`config.mk`:
```
export PLATFORM = sky130hd
export DESIGN_NAME = dm_dump_serializer
export DESIGN_NICKNAME = d
export VERILOG_FILES = /design/src/rtl/dm_dump_serializer_pkg.sv /design/src/rtl/dm_dump_serializer.sv
export SDC_FILE = /design/constraint.sdc
export NUM_CORES = 1
export LEC_CHECK = 0
export BUFFER_PORTS_ARGS = -buffer_cell sky130_fd_sc_hd__buf_2
export CELL_PAD_IN_SITES_DETAIL_PLACEMENT = 0
export CELL_PAD_IN_SITES_GLOBAL_PLACEMENT = 1
export CORE_ASPECT_RATIO = 0.6
export CORE_UTILIZATION = 40
export DETAILED_ROUTE_END_ITERATION = 8
export PLACE_DENSITY = 0.82
export SETUP_SLACK_MARGIN = 0.2
export SLEW_MARGIN = 20
export SYNTH_ARGS = -nofsm -noshare
export SYNTH_HDL_FRONTEND = slang
export SYNTH_SLANG_ARGS = --single-unit
```
`constraint.sdc`:
```
create_clock -name clk -period 3.8 [get_ports clk]
set_clock_uncertainty 0.2 [all_clocks]
set_input_delay 1.14 -clock clk [delete_from_list [all_inputs] [get_ports clk]]
set_output_delay 1.14 -clock clk [all_outputs]
set_load 0.01 [all_outputs]
```
`src/rtl/dm_dump_serializer_pkg.sv`:
```
// ============================================================================
//  Module      : dm_dump_serializer_pkg
//  Description : Shared definitions for the data-memory dump serializer.
//                Holds the default address/data widths and the FSM state
//                encodings. The encodings also serve the interface block's
//                debug readout, so they must not be renumbered casually.
//  Revision    : 1.0 - initial release
// ============================================================================
`default_nettype none

package dm_dump_serializer_pkg;

    // Default geometry of the BIP data memory
    localparam int DM_ADDR_W = 12;
    localparam int DM_DATA_W = 16;   // exactly two bytes per word

    // FSM state encodings. TX_CK/W_CK are only reached when the checksum
    // byte is built in (DM_DUMP_CHECKSUM_EN).
    localparam logic [3:0] S_IDLE  = 4'd0;
    localparam logic [3:0] S_RD    = 4'd1;
    localparam logic [3:0] S_LATCH = 4'd2;
    localparam logic [3:0] S_TX_LO = 4'd3;
    localparam logic [3:0] S_W_LO  = 4'd4;
    localparam logic [3:0] S_TX_HI = 4'd5;
    localparam logic [3:0] S_W_HI  = 4'd6;
    localparam logic [3:0] S_NEXT  = 4'd7;
    localparam logic [3:0] S_FIN   = 4'd8;
    localparam logic [3:0] S_TX_CK = 4'd9;
    localparam logic [3:0] S_W_CK  = 4'd10;

endpackage : dm_dump_serializer_pkg

`default_nettype wire

```
`src/rtl/dm_dump_serializer.sv`:
```
// ============================================================================
//  Module      : dm_dump_serializer
//  Description : Reads word_count 16-bit words from data memory starting at
//                base_addr and streams them to the UART transmitter, low byte
//                first, using a tx_start/tx_done handshake.
//
//  Build option: DM_DUMP_CHECKSUM_EN - when defined, one extra byte holding
//                the XOR of every byte sent in the dump is transmitted after
//                the last word (a lone 0x00 for an empty dump).
//
//  Ports       : clk, reset          clock, synchronous active-high reset
//                start               1-cycle pulse, accepted only when idle
//                base_addr           first word address (sampled on start)
//                word_count          words to dump (sampled on start)
//                RdDM, addr          data-memory read strobe and address
//                dm_data             read data, valid 1 cycle after RdDM
//                tx_start, d_out     byte handshake towards the UART
//                tx_done             UART byte-complete pulse
//                busy, done          dump in progress / completion pulse
//  Revision    : 1.0 - initial release
// ============================================================================
`default_nettype none

module dm_dump_serializer
    import dm_dump_serializer_pkg::*;
#(
    parameter int ADDR_W = DM_ADDR_W,
    parameter int DATA_W = DM_DATA_W   // fixed at 16: two bytes per word
) (
    input  logic              clk,
    input  logic              reset,
    input  logic              start,
    input  logic [ADDR_W-1:0] base_addr,
    input  logic [ADDR_W-1:0] word_count,
    output logic              RdDM,
    output logic [ADDR_W-1:0] addr,
    input  logic [DATA_W-1:0] dm_data,
    output logic              tx_start,
    output logic [7:0]        d_out,
    input  logic              tx_done,
    output logic              busy,
    output logic              done
);

    localparam logic [ADDR_W-1:0] C_ONE = {{(ADDR_W-1){1'b0}}, 1'b1};

    logic [3:0]        state_q,  state_d;
    logic [ADDR_W-1:0] addr_q,   addr_d;
    logic [ADDR_W-1:0] remain_q, remain_d;
    logic [DATA_W-1:0] word_q,   word_d;
    logic [7:0]        dout_q,   dout_d;
    logic              busy_q,   busy_d;
    logic              done_q,   done_d;
`ifdef DM_DUMP_CHECKSUM_EN
    logic [7:0]        ck_q,     ck_d;
`endif

    // ------------------------------------------------------------------
    // Next-state logic. d_out is loaded on the transition INTO each TX_*
    // state so the byte is already valid in the cycle tx_start is high,
    // and it is left untouched until the matching tx_done.
    // ------------------------------------------------------------------
    always_comb begin
        state_d  = state_q;
        addr_d   = addr_q;
        remain_d = remain_q;
        word_d   = word_q;
        dout_d   = dout_q;
        busy_d   = busy_q;
        done_d   = 1'b0;
`ifdef DM_DUMP_CHECKSUM_EN
        ck_d     = ck_q;
`endif

        case (state_q)
            S_IDLE: begin
                if (start) begin
                    addr_d   = base_addr;
                    remain_d = word_count;
                    busy_d   = 1'b1;
`ifdef DM_DUMP_CHECKSUM_EN
                    ck_d     = 8'h00;
                    if (word_count == '0) begin
                        // Empty dump still emits the (zero) checksum byte
                        dout_d  = 8'h00;
                        state_d = S_TX_CK;
                    end else begin
                        state_d = S_RD;
                    end
`else
                    state_d  = (word_count == '0) ? S_FIN : S_RD;
`endif
                end
            end

            S_RD: begin
                state_d = S_LATCH;
            end

            S_LATCH: begin
                // Memory data is valid in this cycle only
                word_d  = dm_data;
                dout_d  = dm_data[7:0];
`ifdef DM_DUMP_CHECKSUM_EN
                ck_d    = ck_q ^ dm_data[7:0];
`endif
                state_d = S_TX_LO;
            end

            S_TX_LO: begin
                // tx_done in this cycle belongs to no byte of ours; ignore it
                state_d = S_W_LO;
            end

            S_W_LO: begin
                if (tx_done) begin
                    dout_d  = word_q[15:8];
`ifdef DM_DUMP_CHECKSUM_EN
                    ck_d    = ck_q ^ word_q[15:8];
`endif
                    state_d = S_TX_HI;
                end
            end

            S_TX_HI: begin
                state_d = S_W_HI;
            end

            S_W_HI: begin
                if (tx_done) begin
                    state_d = S_NEXT;
                end
            end

            S_NEXT: begin
                addr_d   = addr_q + C_ONE;        // wraps at 2^ADDR_W
                remain_d = remain_q - C_ONE;
                if (remain_q == C_ONE) begin
`ifdef DM_DUMP_CHECKSUM_EN
                    dout_d  = ck_q;
                    state_d = S_TX_CK;
`else
                    state_d = S_FIN;
`endif
                end else begin
                    state_d = S_RD;
                end
            end

`ifdef DM_DUMP_CHECKSUM_EN
            S_TX_CK: begin
                state_d = S_W_CK;
            end

            S_W_CK: begin
                if (tx_done) begin
                    state_d = S_FIN;
                end
            end
`endif

            S_FIN: begin
                // done and the fall of busy appear together on the next cycle
                done_d  = 1'b1;
                busy_d  = 1'b0;
                state_d = S_IDLE;
            end

            default: begin
                state_d = S_IDLE;
                busy_d  = 1'b0;
            end
        endcase
    end

    always_ff @(posedge clk) begin
        if (reset) begin
            state_q  <= S_IDLE;
            addr_q   <= '0;
            remain_q <= '0;
            word_q   <= '0;
            dout_q   <= 8'h00;
            busy_q   <= 1'b0;
            done_q   <= 1'b0;
`ifdef DM_DUMP_CHECKSUM_EN
            ck_q     <= 8'h00;
`endif
        end else begin
            state_q  <= state_d;
            addr_q   <= addr_d;
            remain_q <= remain_d;
            word_q   <= word_d;
            dout_q   <= dout_d;
            busy_q   <= busy_d;
            done_q   <= done_d;
`ifdef DM_DUMP_CHECKSUM_EN
            ck_q     <= ck_d;
`endif
        end
    end

    // ------------------------------------------------------------------
    // Outputs. Strobes decode directly from state so each lasts exactly
    // one cycle and drops to 0 the cycle after reset.
    // ------------------------------------------------------------------
    assign RdDM  = (state_q == S_RD);
`ifdef DM_DUMP_CHECKSUM_EN
    assign tx_start = (state_q == S_TX_LO) || (state_q == S_TX_HI) ||
                      (state_q == S_TX_CK);
`else
    assign tx_start = (state_q == S_TX_LO) || (state_q == S_TX_HI);
`endif
    assign addr  = addr_q;
    assign d_out = dout_q;
    assign busy  = busy_q;
    assign done  = done_q;

endmodule : dm_dump_serializer

`default_nettype wire

```
Word-level counts from Yosys, hierarchy flattened. Index checks and enable logic that the tools add are counted.

Bits in registers: 54. Bits in latches: 0. RAM bits: 0. Bits in read-only memories: 0. Bits of input ports: 44. Output and inout port bits: 24. Memories kept: 0.

Add/sub/neg operators: 2. $mul: 0. Div/mod/pow operators: 0. Order comparisons: 0. Equality and inequality tests: 12. Shift-type cells: 0. Mux-type cells: 15. Bitwise operators: 1. Reductions and logical operators: 10.

Operator list (count): case mux 12 bit (2 select lines) (2); case mux 4 bit (8 select lines) (1); 2-to-1 mux 12 bit (2); 2-to-1 mux 4 bit (5); == test 4 x 3 -> 1 bit, second input constant (4); case mux 8 bit (2 select lines) (1); adder 12 x 1 -> 12 bit, second input constant (1); == test 12 x 1 -> 1 bit, second input constant (1); zero test 12 bit (1); subtractor 12 x 1 -> 12 bit, second input constant (1); == test 4 x 2 -> 1 bit, second input constant (2); 2-to-1 mux 8 bit (1); OR reduction 7 bit (1); inequality test 2 bit, second input constant (3); AND reduction 2 bit (3); == test 4 x 1 -> 1 bit, second input constant (1); == test 4 bit, second input constant (1); zero test 4 bit (1); nonzero test 2 bit (2); AND reduction 3 bit (1); 2-to-1 mux 1 bit (2); case mux 1 bit (2 select lines) (1); logical OR 1 bit (1); inverter 1 bit (1).

Longest topological paths before layout.
Depth after elaboration: 4. Mapped depth: 6. Mapped depth without buffers: 5.

Worst setup path after synthesis. OpenSTA, ideal clock, no wires.

Path type: register to output. Start: register state_q[0]. End: output port RdDM. Arrival: 1107 ps. Data required time: 2460 ps. Slack: 1353 ps. Cell stages (with the launch flop): 3. Cell sequence: dfxtp_1 buf_1 nor4b_1.

Word-level cells in the longest chain between the ends: 1.

RTL lines: start, declared (line dm_dump_serializer.sv:47) `logic [3:0] state_q, state_d;`; start signal, assigned (line dm_dump_serializer.sv:189) `state_q <= state_d;`; == test 4 x 1 -> 1 bit (line dm_dump_serializer.sv:206) `assign RdDM = (state_q == S_RD);`; end, declared (line dm_dump_serializer.sv:35) `output logic RdDM,`.

Every way passes these cells.

Worst setup path in the final report.
Start: register state_q[2]. End: output port tx_start.

Word-level cells in the longest chain between the ends: 2.

RTL lines: == test 4 x 2 -> 1 bit or == test 4 x 3 -> 1 bit (tied branches) (line dm_dump_serializer.sv:211) `assign tx_start = (state_q == S_TX_LO) || (state_q == S_TX_HI);`; logical OR 1 bit (*) (line dm_dump_serializer.sv:211); end, declared (line dm_dump_serializer.sv:38) `output logic tx_start,`.

Mark *: on every way between the ends. The rest lies on a longest branch, timed or not.

==> reports/results.txt <==
status = finished, final reports clean
Peak VDD IR = 247 uV
Syn. warnings = 0
die area = 6040 um2
Num CTS Buffers = 5
PostCTS Resize Cnt = 0
number of hold buffers added after CTS = 0
post-synthesis mux area share = 0.0350
type of the worst min-delay path = reg2reg
fraction of layout cells with a size suffix above 1 = 0.255
Setup TNS = 0 ns
Met1 Routed Length = 3.12 mm
synthesized area per cell = 8.42 um2
Detail Route Antenna Nets = 0
largest family of logic cells by synthesized area = simple AND/OR/NAND/NOR gates
sequential area share after synthesis = 0.402
largest net degree at the start of global routing = 46
CP Buf/Inv Count = 1
static leakage = 1.07 nW
startpoint types = flop
Core Area = 5280 um2
Tmin final = 2.83 ns
worst slack at placement = 1.03 ns
Top Family by Delay on Critical Path = flip-flops
Unique masters post-synth = 50
grt ovf = 0
Post-Syn Nets = 319
Die Wd = 99.7 um
Fin. Hold Viols = 0
critical path arrival = 1.49 ns
Post-Synth XOR/XNOR Area = 0.0153
Die Y = 60.6 um
CTS sink count = 46
# diodes = 0
pwr/cell area = 438 nW/um2
WS Path Type = reg2out
worst setup margin = 0.965 ns
detailed placement HPWL = 4.17 mm
first-pass GRT wire length = 9.18 mm
Adder-Cell Fraction of Synth Area = 0.0164
vias per std cell = 5.52
max_cap viols = 0
critical-path cell list = xnor2_1, nor3b_1, buf_2
crit-path max FO = 15
Main synth FF type = dfxtp_1
fin crit share = 0.746
CP max-delay cell = dfxtp_1
number of synthesized register bits = 46
Detailed Route WL = 5.85 mm
Max Fclk = 0.353 GHz
initial core utilization = 0.434
post-CTS setup buffers = 0
Final Max Slew Viols = 0
RSZ-0062 raised after global routing = false
GR Util All Layers = 0.196
met3 WL = 434 um
Post-Synth Simple-Gate Area = 0.267
DRT Pass-1 Iters = 4
Nets = 377
I/O pin cnt = 68
CTS tree = yes
Root Driver = clkbuf_8
Slew HR = 0.372
CP endpoint kind = output port
Via Count = 2246
Slew @ Worst Pin = 0.940 ns
async set-or-reset flop fraction in the synthesized netlist = 0
CTS Buffer Depth = 2
clock slew at reported path FFs = 0.08 ns
vias in the first global route = 1825
std cell rows = 20
initial antenna violation count = 0
routability cong. = 0.785
Synth Area in Compound Gates = 0.225
Worst path max stage delay = 0.69 ns
Finish-stage setup viols = 0
PortBufs = 67
Post-synth EDFFs = 0
# DRC = 0
data required time of the critical path = 2.46 ns
Post-Synthesis Cells = 272
top layer used by detailed routing = met3
Worst-Skew Late Latency = 0.29 ns
Layout area overhead = 19.6%
per-cell routed wire length = 14.4 um
DR iter-0 viols = 107
Mapped Area = 2290 um2
CTS HTree Levels = 2
routed wl met2 = 2.30 mm
==> logic make-up after synthesis <==
logic type,after synthesis
adders and majority gates,3
buffers and inverters,21
and+or+nand+nor,116
AOI/OAI and AO/OA,74
muxes,8
xor gates and xnor gates,4
DFF,46
==> tightest hold or removal path, stage by stage, from the launching register on <==
cell and delay, ns:
dfxtp_1 0.32, nand2_1 0.05, a21oi_1 0.05
==> cells in the final DEF (no fill, tap or decap), types with 5 or more instances in the layout <==
cell / synthesis / layout
a211oi_1: 10 / 10
a21oi_1: 22 / 22
a31oi_1: 10 / 10
buf_2: 6 / 67
clkbuf_8: 0 / 5
dfxtp_1: 46 / 46
mux2i_1: 8 / 8
nand2_1: 38 / 38
nand3_1: 11 / 11
nor2_1: 22 / 22
nor3_1: 5 / 5
o211ai_1: 8 / 8
or3_1: 7 / 7
or4_1: 5 / 5
==> cells in the mapped netlist, types with 3 or more instances <==
| library cell | count | area, um2 |
|---|---|---|
| a211oi_1 | 10 | 75.1 |
| a21oi_1 | 22 | 110 |
| a2bb2oi_1 | 3 | 26.3 |
| a31oi_1 | 10 | 62.6 |
| and3_1 | 4 | 25.0 |
| buf_2 | 6 | 30.0 |
| clkbuf_1 | 9 | 33.8 |
| dfxtp_1 | 46 | 921 |
| ha_1 | 3 | 37.5 |
| inv_1 | 4 | 15.0 |
| mux2i_1 | 8 | 80.1 |
| nand2_1 | 38 | 143 |
| nand2b_1 | 3 | 18.8 |
| nand3_1 | 11 | 55.1 |
| nor2_1 | 22 | 82.6 |
| nor3_1 | 5 | 25.0 |
| nor4_1 | 3 | 18.8 |
| o211ai_1 | 8 | 60.1 |
| o221a_2 | 3 | 33.8 |
| o311ai_0 | 4 | 35.0 |
| or3_1 | 7 | 43.8 |
| or4_1 | 5 | 37.5 |
==> final timing paths <==
kind | from | endpoint | slack [ns] | cells past startpoint
worst min register to register | word_q[12] | word_q[12] | 0.26 | 2
worst max-delay path | state_q[2] | tx_start | 0.97 | 3
worst max register to register | state_q[2] | addr[9] | 1.27 | 4
worst min-delay path | word_q[12] | word_q[12] | 0.26 | 2
==> cell type report <==
class,instances,area [um2]
Fill cell,550,2540
Multi-Input combinational cell,205,1280
Sequential cell,46,921
Timing Repair Buffer,68,343
Tap cell,77,96.3
Clock buffer,5,68.8
Inverter,4,15.0
Clock inverter,2,10.0
==> per-layer routing <==
| metal | track usage | vias up |
|---|---|---|
| met2 | 0.259 | 74 |
| li1 | - | 1141 |
| met1 | 0.314 | 1031 |
| met3 | 0.0495 | 0 |
| met4 | 0.0315 | 0 |
| met5 | 0 | - |
==> metrics by stage <==
step	std cells	cell area, um2	util	power [mW]	hold WS [ns]
after floorplan	272	2290	-	0.822	0.236
after global placement	400	2660	0.504	0.925	0.244
after detailed placement	400	2660	0.504	0.928	0.250
after CTS	407	2740	0.519	1.21	0.261
after global routing	407	2740	0.519	1.28	0.279
final	407	2740	0.519	1.20	0.259
==> power breakdown <==
| part | internal, mW | switching (mW) |
|---|---|---|
| Sequential | 0.542 | 0.0689 |
| Clock | 0.124 | 0.159 |
| Combinational | 0.133 | 0.174 |
| Total | 0.799 | 0.402 |
==> flip-flops by register name (all words and copies together) (netlist names) <==
register / cells
done: 1
remain_q: 12
addr: 12
d_out: 8
busy: 1
state_q: 4
word_q: 8
No activity file was read; power rests on OpenSTA's default activity.
